File: src/rtl/snake_pkg.sv
// snake_pkg
//   Shared constants and types for the snake game blocks.
//   - Game phase encoding (the numeric values appear on game_ctrl.state).
//   - Playfield grid size used by the snake, food and renderer blocks.
//   - Score range.
package snake_pkg;

  // Phase codes as seen on game_ctrl.state.
  localparam logic [2:0] STATE_IDLE = 3'd0;
  localparam logic [2:0] STATE_ARM  = 3'd1;
  localparam logic [2:0] STATE_PLAY = 3'd2;
  localparam logic [2:0] STATE_OVER = 3'd3;
  localparam logic [2:0] STATE_WIN  = 3'd4;

  typedef enum logic [2:0] {
    GS_IDLE = STATE_IDLE,
    GS_ARM  = STATE_ARM,
    GS_PLAY = STATE_PLAY,
    GS_OVER = STATE_OVER,
    GS_WIN  = STATE_WIN
  } game_state_e;

  // Playfield in cells.
  localparam int GRID_W = 32;
  localparam int GRID_H = 24;

  // Score saturates here; the victory flag is raised by collision logic.
  localparam int MAX_SCORE = 15;
  localparam int SCORE_W   = 4;

endpackage

File: src/rtl/game_ctrl_move_rate_gen.sv
// move_rate_gen
//   Decides, for the current frame, whether the snake is due to advance.
//   The move period shrinks with score and is clamped at MIN_PERIOD:
//     period = max(MIN_PERIOD, BASE_PERIOD - SPEED_STEP * score)
//   The frame counter itself lives in game_ctrl (it is shared by all phases);
//   this block only does the arithmetic and the compare.
//
// Ports
//   enable     in   1  high while the game is in PLAY
//   frame_tick in   1  one-cycle pulse per video frame
//   score      in   4  live score 0..15
//   count      in   8  frames counted since the last move / PLAY entry
//   move_due   out  1  combinational: this frame completes a move period
module move_rate_gen
  import snake_pkg::*;
#(
  parameter int BASE_PERIOD = 30,
  parameter int SPEED_STEP  = 2,
  parameter int MIN_PERIOD  = 8
) (
  input  logic       enable,
  input  logic       frame_tick,
  input  logic [3:0] score,
  input  logic [7:0] count,
  output logic       move_due
);

  // Arithmetic is done signed and wider than the counter so that a large
  // score times step cannot wrap around into a huge positive period.
  localparam logic signed [11:0] BASE_S = 12'(BASE_PERIOD);
  localparam logic signed [11:0] STEP_S = 12'(SPEED_STEP);
  localparam logic signed [11:0] MIN_S  = 12'(MIN_PERIOD);

  logic signed [11:0] score_s;
  logic signed [11:0] raw_period;
  logic signed [11:0] period;
  logic signed [11:0] count_s;

  always_comb begin
    score_s    = $signed({8'd0, score});
    count_s    = $signed({4'd0, count});
    raw_period = BASE_S - (STEP_S * score_s);
    period     = (raw_period < MIN_S) ? MIN_S : raw_period;
    // ">=" rather than "==": if the score rises while the counter is already
    // past the new, shorter period, the very next frame still yields a move.
    move_due   = enable && frame_tick && (count_s >= (period - 12'sd1));
  end

endmodule

File: src/rtl/game_ctrl.sv
// game_ctrl
//   Top-level sequencer for the snake game. Runs the game phase FSM
//   (IDLE -> ARM -> PLAY -> OVER/WIN -> ARM ...), paces snake moves from the
//   frame tick, and issues the clear pulse that re-initialises the snake,
//   food and collision/victory blocks at the start of every game.
//
//   All outputs are single-cycle pulses or levels driven from flops; there is
//   no handshake. A pulse is seen by consumers for exactly one clk cycle and
//   is never held or retried.
//
// Ports
//   clk        in   1  system clock
//   reset      in   1  synchronous, active-high
//   frame_tick in   1  one-cycle pulse per video frame
//   start      in   1  debounced one-cycle start/restart pulse
//   game_over  in   1  collision flag (level)
//   victory    in   1  victory flag (level)
//   score      in   4  current score 0..15
//   state      out  3  phase code IDLE=0 ARM=1 PLAY=2 OVER=3 WIN=4
//   clear_game out  1  one-cycle pulse on every entry into ARM
//   move_tick  out  1  one-cycle pulse: snake advances one cell
//   play_en    out  1  high only in PLAY
//   hold_done  out  1  OVER/WIN hold time has elapsed; start is accepted
module game_ctrl
  import snake_pkg::*;
#(
  parameter int BASE_PERIOD = 30,
  parameter int SPEED_STEP  = 2,
  parameter int MIN_PERIOD  = 8,
  parameter int ARM_FRAMES  = 60,
  parameter int HOLD_FRAMES = 90
) (
  input  logic       clk,
  input  logic       reset,
  input  logic       frame_tick,
  input  logic       start,
  input  logic       game_over,
  input  logic       victory,
  input  logic [3:0] score,
  output logic [2:0] state,
  output logic       clear_game,
  output logic       move_tick,
  output logic       play_en,
  output logic       hold_done
);

  localparam logic [7:0] ARM_LAST   = 8'(ARM_FRAMES - 1);
  localparam logic [7:0] HOLD_COUNT = 8'(HOLD_FRAMES);
  // A zero hold means start is accepted as soon as OVER/WIN is entered.
  localparam logic       HOLD_NONE  = (HOLD_FRAMES == 0);

  game_state_e st;
  logic [7:0]  cnt;
  logic [7:0]  cnt_sat;
  logic        play_active;
  logic        move_due;

  // The one frame counter is shared by every phase; it never wraps.
  assign cnt_sat     = (cnt == 8'hFF) ? cnt : cnt + 8'd1;
  assign play_active = (st == GS_PLAY);

  // The register is the phase code; exposing it directly keeps state
  // registered and lets checkers observe the FSM.
  assign state = st;

  move_rate_gen #(
    .BASE_PERIOD (BASE_PERIOD),
    .SPEED_STEP  (SPEED_STEP),
    .MIN_PERIOD  (MIN_PERIOD)
  ) u_move_rate_gen (
    .enable     (play_active),
    .frame_tick (frame_tick),
    .score      (score),
    .count      (cnt),
    .move_due   (move_due)
  );

  always_ff @(posedge clk) begin
    if (reset) begin
      // Reset is shared with the snake/food/collision blocks, so no
      // clear_game is needed here; every pending pulse is dropped.
      st         <= GS_IDLE;
      cnt        <= 8'd0;
      clear_game <= 1'b0;
      move_tick  <= 1'b0;
      play_en    <= 1'b0;
      hold_done  <= 1'b0;
    end else begin
      clear_game <= 1'b0;
      move_tick  <= 1'b0;

      case (st)
        GS_IDLE: begin
          if (start) begin
            st         <= GS_ARM;
            cnt        <= 8'd0;
            clear_game <= 1'b1;
          end else if (frame_tick) begin
            cnt <= cnt_sat;
          end
        end

        // Countdown before the first move. game_over/victory are ignored
        // here because the collision block is still coming out of clear.
        GS_ARM: begin
          if (frame_tick) begin
            if (cnt >= ARM_LAST) begin
              st      <= GS_PLAY;
              cnt     <= 8'd0;
              play_en <= 1'b1;
            end else begin
              cnt <= cnt_sat;
            end
          end
        end

        // Exits are checked before the move so that the snake never moves
        // on the cycle the game ends; game_over outranks victory.
        GS_PLAY: begin
          if (game_over) begin
            st        <= GS_OVER;
            cnt       <= 8'd0;
            play_en   <= 1'b0;
            hold_done <= HOLD_NONE;
          end else if (victory) begin
            st        <= GS_WIN;
            cnt       <= 8'd0;
            play_en   <= 1'b0;
            hold_done <= HOLD_NONE;
          end else if (frame_tick) begin
            if (move_due) begin
              move_tick <= 1'b1;
              cnt       <= 8'd0;
            end else begin
              cnt <= cnt_sat;
            end
          end
        end

        // End screens. start is only honoured once the hold has expired;
        // an early press is simply dropped.
        GS_OVER, GS_WIN: begin
          if (start && hold_done) begin
            st         <= GS_ARM;
            cnt        <= 8'd0;
            clear_game <= 1'b1;
            hold_done  <= 1'b0;
          end else if (frame_tick && (cnt < HOLD_COUNT)) begin
            cnt <= cnt_sat;
            if (cnt_sat == HOLD_COUNT) begin
              hold_done <= 1'b1;
            end
          end
        end

        default: begin
          st        <= GS_IDLE;
          cnt       <= 8'd0;
          play_en   <= 1'b0;
          hold_done <= 1'b0;
        end
      endcase
    end
  end

endmodule

File: config.mk
export PLATFORM = sky130hd
export DESIGN_NAME = game_ctrl
export DESIGN_NICKNAME = d
export VERILOG_FILES = /design/src/rtl/snake_pkg.sv /design/src/rtl/game_ctrl_move_rate_gen.sv /design/src/rtl/game_ctrl.sv
export SDC_FILE = /design/constraint.sdc
export NUM_CORES = 1
export LEC_CHECK = 0
export ABC_AREA = 1
export BUFFER_PORTS_ARGS = -buffer_cell sky130_fd_sc_hd__buf_2
export CAP_MARGIN = 20
export CELL_PAD_IN_SITES_DETAIL_PLACEMENT = 1
export CELL_PAD_IN_SITES_GLOBAL_PLACEMENT = 1
export CORE_UTILIZATION = 42
export CTS_CLUSTER_SIZE = 24
export DETAILED_ROUTE_END_ITERATION = 16
export GPL_ROUTABILITY_DRIVEN = 1
export PLACE_DENSITY = 0.89
export SKIP_LAST_GASP = 1
export SYNTH_ARGS = -nofsm -noshare
export SYNTH_HDL_FRONTEND = slang
export SYNTH_SLANG_ARGS = --single-unit
File: constraint.sdc
create_clock -name clk -period 3.6 [get_ports clk]
set_clock_uncertainty 0.05 [all_clocks]
set_input_delay 0.72 -clock clk [delete_from_list [all_inputs] [get_ports clk]]
set_output_delay 0.72 -clock clk [all_outputs]
set_load 0.01 [all_outputs]
==> flow_metrics.env, run 1 <==
export IMPL_cap_violations=0
export IMPL_postSynth_asyncResetShare_pct=0
export IMPL_slew_violations=0
export IMPL_gp_congestion=0.779
export IMPL_r2r_end="hold_done$_SDFFE_PP0P_"
export IMPL_drc=0
export IMPL_antenna_found_initial=0
export IMPL_cp_slowest_stage_delay_ns=0.26
export IMPL_cts_buffer_depth=2
export IMPL_yosysSeqAreaShare_pct=22.3
export IMPL_dr_pass1_iters=4
export IMPL_cts_made_buffers=3
export IMPL_synth_distinct_cells=27
export IMPL_finalInstanceArea_mm2=0.00151
export IMPL_grt_max_degree=12
export IMPL_dp_cells=285
export IMPL_core_area_mm2=0.00305
export IMPL_final_cell_mix="79 x nand2_1, 33 x inv_1, 30 x nor2_1"
export IMPL_power_density_mw_per_mm2=547
export IMPL_cts_setup_buffers=0
export IMPL_startpoint_type="input port"
export IMPL_drt_total_wl_um=3630
export IMPL_dpl_cell_area_mm2=0.00148
export IMPL_cts_tree="yes"
export IMPL_crit_type="input port to flip-flop"
export IMPL_drive_above_1_share_pct=15.1
export IMPL_finalHoldViolations=0
export IMPL_critPathCaptureType="flip-flop"
export IMPL_port_buffers=16
export IMPL_syn_area_mm2=0.00135
export IMPL_cts_root_buf="clkbuf_4"
export IMPL_outcome="completed"
export IMPL_fp_dieH_um=58.6
export IMPL_fillers=459
export IMPL_hold_class="flip-flop to flip-flop"
export IMPL_finalSetupTns_ns=0
export IMPL_drtIter0Drc=33
export IMPL_final_common_cell="nand2_1"
export IMPL_stdcell_count=289
export IMPL_wl_met2_um=1840
export IMPL_num_vias=1439
export IMPL_synth_edf_count=0
export IMPL_crit_arrival_ns=2.55
export IMPL_rows=20
export IMPL_ir_drop_mv=0.329
export IMPL_power_total_w=0.000823
export IMPL_dr_wl_met3_um=83
export IMPL_total_leakage_power_nw=0.814
export IMPL_period_needed_ns=2.38
export IMPL_grt_pass1_wl_um=6150
export IMPL_grt_usage_pct=23.4
export IMPL_dieArea_mm2=0.00343
export IMPL_die_w_um=58.6
export IMPL_antenna_cells=0
export IMPL_synth_cells=225
export IMPL_clk_pin_slew_ns=0.09
export IMPL_layout_nets=266
export IMPL_synthFlopType="dfxtp_1"
export IMPL_dr_max_layer_used="met4"
export IMPL_first_global_vias=1396
export IMPL_reg2reg_depth=9
export IMPL_fin_ws_ns=1.22
export IMPL_insertion_delay_ns=0.28
export IMPL_path_delay_family="simple AND/OR/NAND/NOR gates"
export IMPL_r2r_start="cnt[0]$_SDFFE_PP0P_"
export IMPL_syn_area_per_cell_um2=5.98
export IMPL_worstHoldStart="play_en$_SDFFE_PP0P_"
export IMPL_start_util_pct=44.1
export IMPL_grt_overflow=0
export IMPL_yosys_warnings=0
export IMPL_routedWlPerCell_um=12.6
export IMPL_hold_end="play_en$_SDFFE_PP0P_"
export IMPL_dp_slack_ns=0.909
export IMPL_cts_sinks=15
export IMPL_wl_met1_um=1660
export IMPL_cp_required_ns=3.77
export IMPL_rrSetupSlack_ns=1.70
export IMPL_max_freq_ghz=0.420
export IMPL_synth_seq_cells=15
export IMPL_cpMostUsedCell="nand2_1"
export IMPL_path_max_fanout=8
export IMPL_min_path_cells=2
export IMPL_detail_route_antenna_nets=0
export IMPL_htreeDepth=1
export IMPL_pin_count=17
export IMPL_finalCritPeriodShare_pct=66.1
export IMPL_dp_hpwl_um=2940
export IMPL_cts_hold_fix_buffers=0
export IMPL_syn2layout_area_growth_pct=12.0
export IMPL_rsz0062_at_grt="no"
export IMPL_slowest_stage="ha_1"
export IMPL_crit_path_cell_trace="buf_2, a21oi_1, inv_1, ha_1, xnor2_1, ha_1, a21oi_1, nand2_1, nand2_1, nand2_1, nand2_1, nand2_1, nand2_2, nand2_1, a21oi_1"
export IMPL_crit_buf_inv=2
export IMPL_viasPerCell=4.98
export IMPL_setup_viol=0
export IMPL_post_cts_resized=0
==> state kept, by name, summed over array words and instances (netlist names) <==
name / count
hold_done: 1
play_en: 1
cnt: 8
state: 3
clear_game: 1
move_tick: 1
==> layer usage <==
metal  vias to the layer above  GRT usage, %
met5                         -             0
met4                         0          6.80
met3                         6          2.42
met2                        18          42.7
met1                       676          29.1
li1                        739             -
==> worst max path at each step <==
stage / startpoint / end / slack, ns / cells past startpoint
finish: score[3] / cnt[2]$_SDFFE_PP0P_ / 1.22 / 15
global route: score[3] / cnt[2]$_SDFFE_PP0P_ / 1.02 / 17
CTS: score[3] / cnt[2]$_SDFFE_PP0P_ / 1.20 / 17
detailed placement: score[3] / cnt[2]$_SDFFE_PP0P_ / 0.91 / 17
global placement: score[3] / cnt[1]$_SDFFE_PP0P_ / 1.03 / 15
floorplan: score[3] / cnt[1]$_SDFFE_PP0P_ / 1.30 / 14
==> per-stage QoR <==
| stage | utilization [%] | hold WS (ns) |
|---|---|---|
| after floorplan | - | 0.451 |
| after global placement | 48.5 | 0.430 |
| after detailed placement | 48.5 | 0.439 |
| after CTS | 49.3 | 0.455 |
| after global routing | 49.3 | 0.483 |
| final | 49.3 | 0.453 |
==> cell usage after synthesis, drive strengths merged, types with 2 or more instances <==
cell	count	share of area (%)
inv	35	9.8
clkbuf	2	0.56
dfxtp	15	22
o21ai	4	1.8
nor2	33	9.8
xor2	2	1.3
a21oi	15	6.4
nand2	82	23
nand3	13	6.5
nor3	3	2.8
nand4	3	1.4
ha	10	9.3
xnor2	2	1.3
==> worst min-delay path: cells and delay by family (launching register included) <==
family           cells  cell delay (ns)
flip-flops           1             0.32
AND/OR/NAND/NOR      2             0.15
==> where the power goes <==
part	total (W)	internal, W	switching, W	leakage [nW]
Sequential	0.000249	0.000198	0.0000510	0.122
Clock	0.0000960	0.0000430	0.0000530	0.0150
Combinational	0.000478	0.000156	0.000322	0.677
==> cell families (layout without fill, tap and decap cells) <==
kind of cell | Yosys count | count (layout) | synth area share [%]
other | 1 | 3 | 0.279
AOI/OAI and AO/OA | 22 | 22 | 10.2
adders and majority gates | 10 | 10 | 9.30
buffers and inverters | 37 | 55 | 10.3
DFF | 15 | 15 | 22.3
xor gates and xnor gates | 4 | 4 | 2.61
and+or+nand+nor | 136 | 136 | 44.9
==> final cells by class <==
class,instances,area (µm²),area share [%]
multi-input combinational,175,913,60.6
sequential,15,300,19.9
inverter,35,131,8.72
timing repair buffer,16,80.1,5.32
tap,44,55.1,3.65
clock buffer,4,26.3,1.74
Note: power is estimated with default switching activity, not from simulation.
==> run 2: changes to the inputs <==
CORE_UTILIZATION = 39   (was 42)
PLACE_DENSITY = 0.84   (was 0.89)
clock period = 2.4 ns   (was 3.6 ns; I/O delays follow)
==> run 2 against run 1 <==
Flip-flop and latch count unchanged. First-iteration DRC count increased by 3.0%. Clock power up 55%. Die area up 7.4%. Combinational power increased by 51%. Sequential share of layout area decreased by 0.099 points. Core utilization decreased by 1.3 points. Setup slack worse by 0.90 ns. Non-clock buffer count is 1 higher. Via count shrank 3.3%. Final area up 0.50%. Hold slack worse by 0.13 ns.
==> flow_metrics.env, run 2 (synthesis gave the netlist of run 1 again) <==
export IMPL_stdcell_count=290
export IMPL_fp_dieH_um=60.7
export IMPL_slew_violations=0
export IMPL_reg2reg_depth=10
export IMPL_insertion_delay_ns=0.29
export IMPL_period_needed_ns=2.08
export IMPL_max_freq_ghz=0.480
export IMPL_htreeDepth=1
export IMPL_cts_setup_buffers=0
export IMPL_drive_above_1_share_pct=15.4
export IMPL_first_global_vias=1352
export IMPL_wl_met2_um=1670
export IMPL_multi_input_area_um2=913
export IMPL_rows=20
export IMPL_dr_max_layer_used="met4"
export IMPL_dr_wl_met3_um=54
export IMPL_post_cts_resized=0
export IMPL_drt_total_wl_um=3490
export IMPL_finalHoldViolations=0
export IMPL_total_leakage_power_nw=0.819
export IMPL_drc=0
export IMPL_max_flop_register="cnt"
export IMPL_min_path_cells=2
export IMPL_setup_viol=0
export IMPL_grt_overflow=0
export IMPL_rrSetupSlack_ns=0.58
export IMPL_cts_tree="yes"
export IMPL_dieArea_mm2=0.00369
export IMPL_port_buffers=16
export IMPL_fillers=490
export IMPL_finalCritPeriodShare_pct=86.8
export IMPL_crit_type="input port to flip-flop"
export IMPL_antenna_cells=0
export IMPL_drtIter0Drc=34
export IMPL_gp_congestion=0.777
export IMPL_r2r_end="state[0]$_SDFFE_PP0P_"
export IMPL_startpoint_type="input port"
export IMPL_cts_buffer_depth=2
export IMPL_path_max_fanout=8
export IMPL_clk_pin_slew_ns=0.10
export IMPL_critPathCaptureType="flip-flop"
export IMPL_viasPerCell=4.80
export IMPL_core_area_mm2=0.00315
export IMPL_routedWlPerCell_um=12.0
export IMPL_worstHoldStart="victory"
export IMPL_grt_usage_pct=21.7
export IMPL_hold_class="input port to flip-flop"
export IMPL_crit_arrival_ns=2.26
export IMPL_num_vias=1392
export IMPL_syn2layout_area_growth_pct=12.6
export IMPL_cp_slowest_stage_delay_ns=0.26
export IMPL_crit_path_cell_trace="buf_2, a21oi_1, inv_1, ha_1, xnor2_1, ha_1, a21oi_1, nand2_1, nand2_1, nand2_1, nand2_1, nand2_1, nand2_2, nand2_1, a21oi_2"
export IMPL_grt_max_degree=12
export IMPL_hold_end="move_tick$_SDFF_PP0_"
export IMPL_final_common_cell="nand2_1"
export IMPL_pin_count=17
export IMPL_start_util_pct=42.7
export IMPL_cts_sinks=15
export IMPL_cpMostUsedCell="nand2_1"
export IMPL_finalSetupTns_ns=0
export IMPL_largest_reg_flops=8
export IMPL_outcome="completed"
export IMPL_layout_area_seq_um2=300
export IMPL_die_w_um=60.7
export IMPL_rsz0062_at_grt="no"
export IMPL_wl_met1_um=1740
export IMPL_cap_violations=0
export IMPL_slowest_stage="ha_1"
export IMPL_detail_route_antenna_nets=0
export IMPL_dp_cells=286
export IMPL_layout_nets=267
export IMPL_antenna_found_initial=0
export IMPL_dr_pass1_iters=4
export IMPL_grt_pass1_wl_um=5980
export IMPL_power_density_mw_per_mm2=819
export IMPL_final_cell_mix="79 x nand2_1, 33 x inv_1, 30 x nor2_1"
export IMPL_ir_drop_mv=0.552
export IMPL_cts_made_buffers=3
export IMPL_cts_root_buf="clkbuf_4"
export IMPL_cp_required_ns=2.57
export IMPL_dp_hpwl_um=2830
export IMPL_r2r_start="cnt[0]$_SDFFE_PP0P_"
export IMPL_critPathLaunch="score[3]"
export IMPL_cts_hold_fix_buffers=0
run 2: cell types whose count changed in the layout (fill, tap and decap cells not counted):
cell   previous run  this run
buf_4             0         1
run 2: per-stage QoR:
step | power (W) | hold WS [ns] | setup slack, ns | instance area (µm²) | utilization, %
detailed placement | 0.00109 | 0.439 | 0.00648 | 1490 | 47.2
floorplan | 0.000898 | 0.451 | 0.336 | 1350 | -
global placement | 0.00108 | 0.426 | 0.0738 | 1490 | 47.2
CTS | 0.00125 | 0.329 | 0.301 | 1510 | 48.0
global route | 0.00137 | 0.337 | 0.129 | 1510 | 48.0
finish | 0.00124 | 0.324 | 0.317 | 1510 | 48.0
run 2: how the worst max path moves through the flow:
stage,slack [ns],depth (start not counted),end
floorplan,0.34,14,cnt[1]$_SDFFE_PP0P_
global placement,0.07,15,cnt[5]$_SDFFE_PP0P_
detailed placement,0.006,17,cnt[0]$_SDFFE_PP0P_
CTS,0.30,17,cnt[0]$_SDFFE_PP0P_
global route,0.13,15,cnt[7]$_SDFFE_PP0P_
finish,0.32,15,cnt[3]$_SDFFE_PP0P_
run 2: routing by layer:
metal  vias up  global-route usage, %
met2        17                   38.5
li1        742                      -
met4         0                   4.87
met3         5                   1.92
met5         -                      0
met1       628                   28.6
run 2: power by group:
group          internal, W  leakage (nW)  switching [W]
registers         0.000297         0.122      0.0000719
logic             0.000234         0.682       0.000487
clock network    0.0000646        0.0150      0.0000844
run 2: cell type report:
class / instances / share of cell area (%)
multi-input combinational: 175 / 60.3
sequential: 15 / 19.8
inverter: 35 / 8.68
timing repair buffer: 17 / 5.79
tap: 44 / 3.64
clock buffer: 4 / 1.74
run 2: worst max-delay path, delay by kind of cell:
family                   cells  cell delay (ns)
buffers and inverters        2             0.18
AND/OR/NAND/NOR              7             0.53
AO/OA/AOI/OAI                3             0.43
XOR/XNOR                     1             0.16
adder cells (fa/ha/maj)      2             0.45
==> run 3: changes to the inputs <==
ABC_AREA = default   (was 1)
CORE_UTILIZATION = 42   (was 39)
==> run 3 against run 2 <==
Clock power rose by 9%. Hold slack got worse by 0.0069 ns. First-iteration DRC count rose by 65%. Non-clock buffer count rose by 17. Synthesized cell count fell by 27%. Global-route usage rose by 3.9 points. Critical path depth fell by 3. The flow now finishes with violations (design-rule violations). Final cell count fell by 22%.
==> flow_metrics.env, run 3 <==
export IMPL_synth_edf_count=0
export IMPL_drive_above_1_share_pct=31.8
export IMPL_slowest_stage="a2111oi_4"
export IMPL_path_max_fanout=5
export IMPL_netlist_area_leader_share_pct=22.8
export IMPL_critPathCaptureType="flip-flop"
export IMPL_core_area_mm2=0.00285
export IMPL_cp_required_ns=2.57
export IMPL_hold_class="input port to flip-flop"
export IMPL_crit_path_cell_trace="buf_6, a21o_1, ha_2, xnor2_2, ha_1, a21oi_2, o21ai_2, a2111oi_4, or3_4, buf_6, o21ai_2, a211oi_2"
export IMPL_htreeDepth=1
export IMPL_ys_top_cells_by_count="15 x dfxtp_1, 15 x nand2_1, 11 x a21oi_1, 11 x nor2_1, 10 x ha_1"
export IMPL_gp_congestion=0.825
export IMPL_cp_slowest_stage_delay_ns=0.34
export IMPL_fillers=358
export IMPL_period_needed_ns=2.40
export IMPL_viasPerCell=6.18
export IMPL_path_delay_family="compound AO/OA/AOI/OAI gates"
export IMPL_routedWlPerCell_um=17.9
export IMPL_finalHoldViolations=0
export IMPL_cts_buffer_depth=2
export IMPL_grt_max_degree=16
export IMPL_tightest_slew_ns=0.597
export IMPL_grt_usage_pct=25.6
export IMPL_cts_made_buffers=3
export IMPL_syn_area_per_cell_um2=8.03
export IMPL_grt_pass1_wl_um=6550
export IMPL_dieArea_mm2=0.00337
export IMPL_drt_total_wl_um=4050
export IMPL_detail_route_antenna_nets=0
export IMPL_yosysSeqAreaShare_pct=22.8
export IMPL_drc=1
export IMPL_syn_area_mm2=0.00132
export IMPL_dr_pass1_iters=10
export IMPL_die_w_um=58.0
export IMPL_largest_reg_flops=8
export IMPL_port_buffers=16
export IMPL_layout_nets=216
export IMPL_synth_distinct_cells=52
export IMPL_power_density_mw_per_mm2=861
export IMPL_clk_pin_slew_ns=0.11
export IMPL_synthFlopType="dfxtp_1"
export IMPL_timing_hold_ws_ns=0.317
export IMPL_cts_root_buf="clkbuf_4"
export IMPL_antenna_found_initial=0
export IMPL_synth_cells=164
export IMPL_ir_drop_mv=0.589
export IMPL_crit_buf_inv=2
export IMPL_slew_violations=0
export IMPL_synth_area_top_cells="dfxtp_1 23%, ha_1 9.5%, a211oi_2 5.7%"
export IMPL_grt_overflow=0
export IMPL_synth_seq_cells=15
export IMPL_max_freq_ghz=0.417
export IMPL_yosys_warnings=0
export IMPL_final_common_cell="buf_4"
export IMPL_slew_headroom_pct=60.2
export IMPL_total_leakage_power_nw=0.703
export IMPL_cap_violations=0
export IMPL_synth_largest_area_cell="dfxtp_1"
export IMPL_rsz0062_at_grt="yes"
export IMPL_finalCritPeriodShare_pct=100
export IMPL_stdcell_count=226
export IMPL_dp_cells=220
export IMPL_setup_viol=0
export IMPL_cts_sinks=15
export IMPL_violations="design-rule violations"
export IMPL_final_cell_mix="16 x buf_4, 15 x nand2_1, 15 x dfxtp_1"
export IMPL_max_flop_register="cnt"
export IMPL_syn2layout_area_growth_pct=22.1
export IMPL_start_util_pct=46.2
export IMPL_drtIter0Drc=56
export IMPL_fp_dieH_um=58.0
export IMPL_cts_tree="yes"
export IMPL_postSynth_asyncResetShare_pct=0
export IMPL_dp_hpwl_um=3000
export IMPL_crit_arrival_ns=2.57
export IMPL_pin_count=17
export IMPL_first_global_vias=1410
export IMPL_crit_type="input port to flip-flop"
export IMPL_outcome="finished, violations left"
export IMPL_startpoint_type="input port"
export IMPL_rows=19
export IMPL_insertion_delay_ns=0.30
export IMPL_num_vias=1397
export IMPL_antenna_cells=0
[run 3: cell types whose count changed after synthesis, sizes merged, moves of 6 or more]
| cell | delta |
|---|---|
| nand2 | -66 |
| nor2 | -22 |
| inv | -27 |
| buf | +6 |
| nand3 | -8 |
| a211oi | +6 |
| o21ai | +8 |
[run 3: cell type report]
class                           instances  area (µm²)  share of cell area [%]
Inverter                                8        30.0                    1.87
Timing Repair Buffer                   34         235                    14.6
Tap cell                               31        38.8                    2.41
Sequential cell                        15         300                    18.7
Clock inverter                          1        5.00                   0.311
Clock buffer                            3        22.5                    1.40
Multi-Input combinational cell        134         977                    60.7
[run 3: what timing repair did]
| item | in CTS | in global routing |
|---|---|---|
| resized for setup | 1 | 10 |
| pin swaps | 0 | 15 |
| setup buffers | 0 | 1 |
| cloned | 0 | 1 |
| hold buffers | 0 | 0 |
| endpoints found under the setup margin | 5 | 8 |
[run 3: cell families (layout without fill, tap and decap cells)]
kind of cell | Yosys count | after routing | synth area share [%]
xor gates and xnor gates | 2 | 2 | 1.33
adders and majority gates | 10 | 10 | 9.50
muxes | 3 | 3 | 2.28
buffers and inverters | 17 | 46 | 6.08
other | 1 | 3 | 0.285
AOI/OAI and AO/OA | 53 | 53 | 31.7
DFF | 15 | 15 | 22.8
and+or+nand+nor | 63 | 63 | 26.0
[run 3: where the power goes]
part           internal [W]  switching (W)
combinational      0.000410       0.000464
clock             0.0000622       0.000100
sequential         0.000291      0.0000582
[run 3: final timing paths]
| kind | startpoint | endpoint | slack (ns) | cells past startpoint |
|---|---|---|---|---|
| min | victory | move_tick$_SDFF_PP0_ | 0.32 | 2 |
| max reg2reg | state[2]$_SDFFE_PP0P_ | cnt[6]$_SDFFE_PP0P_ | 0.20 | 6 |
| max | score[2] | cnt[4]$_SDFFE_PP0P_ | 0.0006 | 12 |
| min reg2reg | play_en$_SDFFE_PP0P_ | play_en$_SDFFE_PP0P_ | 0.44 | 2 |
[run 3: through the flow]
step           power (W)  setup TNS (ns)  setup WS [ns]  utilization [%]  cell area (µm²)
6_report         0.00139               0       0.000580             56.4             1610
5_1_grt          0.00147          -0.482        -0.0796             56.4             1610
4_1_cts          0.00130               0       0.000266             54.5             1560
3_5_place_dp     0.00113           -2.49         -0.333             53.4             1520
3_3_place_gp     0.00109           -1.64         -0.216             53.4             1520
2_1_floorplan   0.000899         -0.0236        -0.0154                -             1340
[run 3: routing by layer]
metal  vias up  global-route usage, %  wire (µm)
li1        669                      -          -
met1       692                   33.1       1810
met2        31                   44.7       2070
met3         5                   2.90        133
met4         0                   7.82         38
met5         -                      0          0
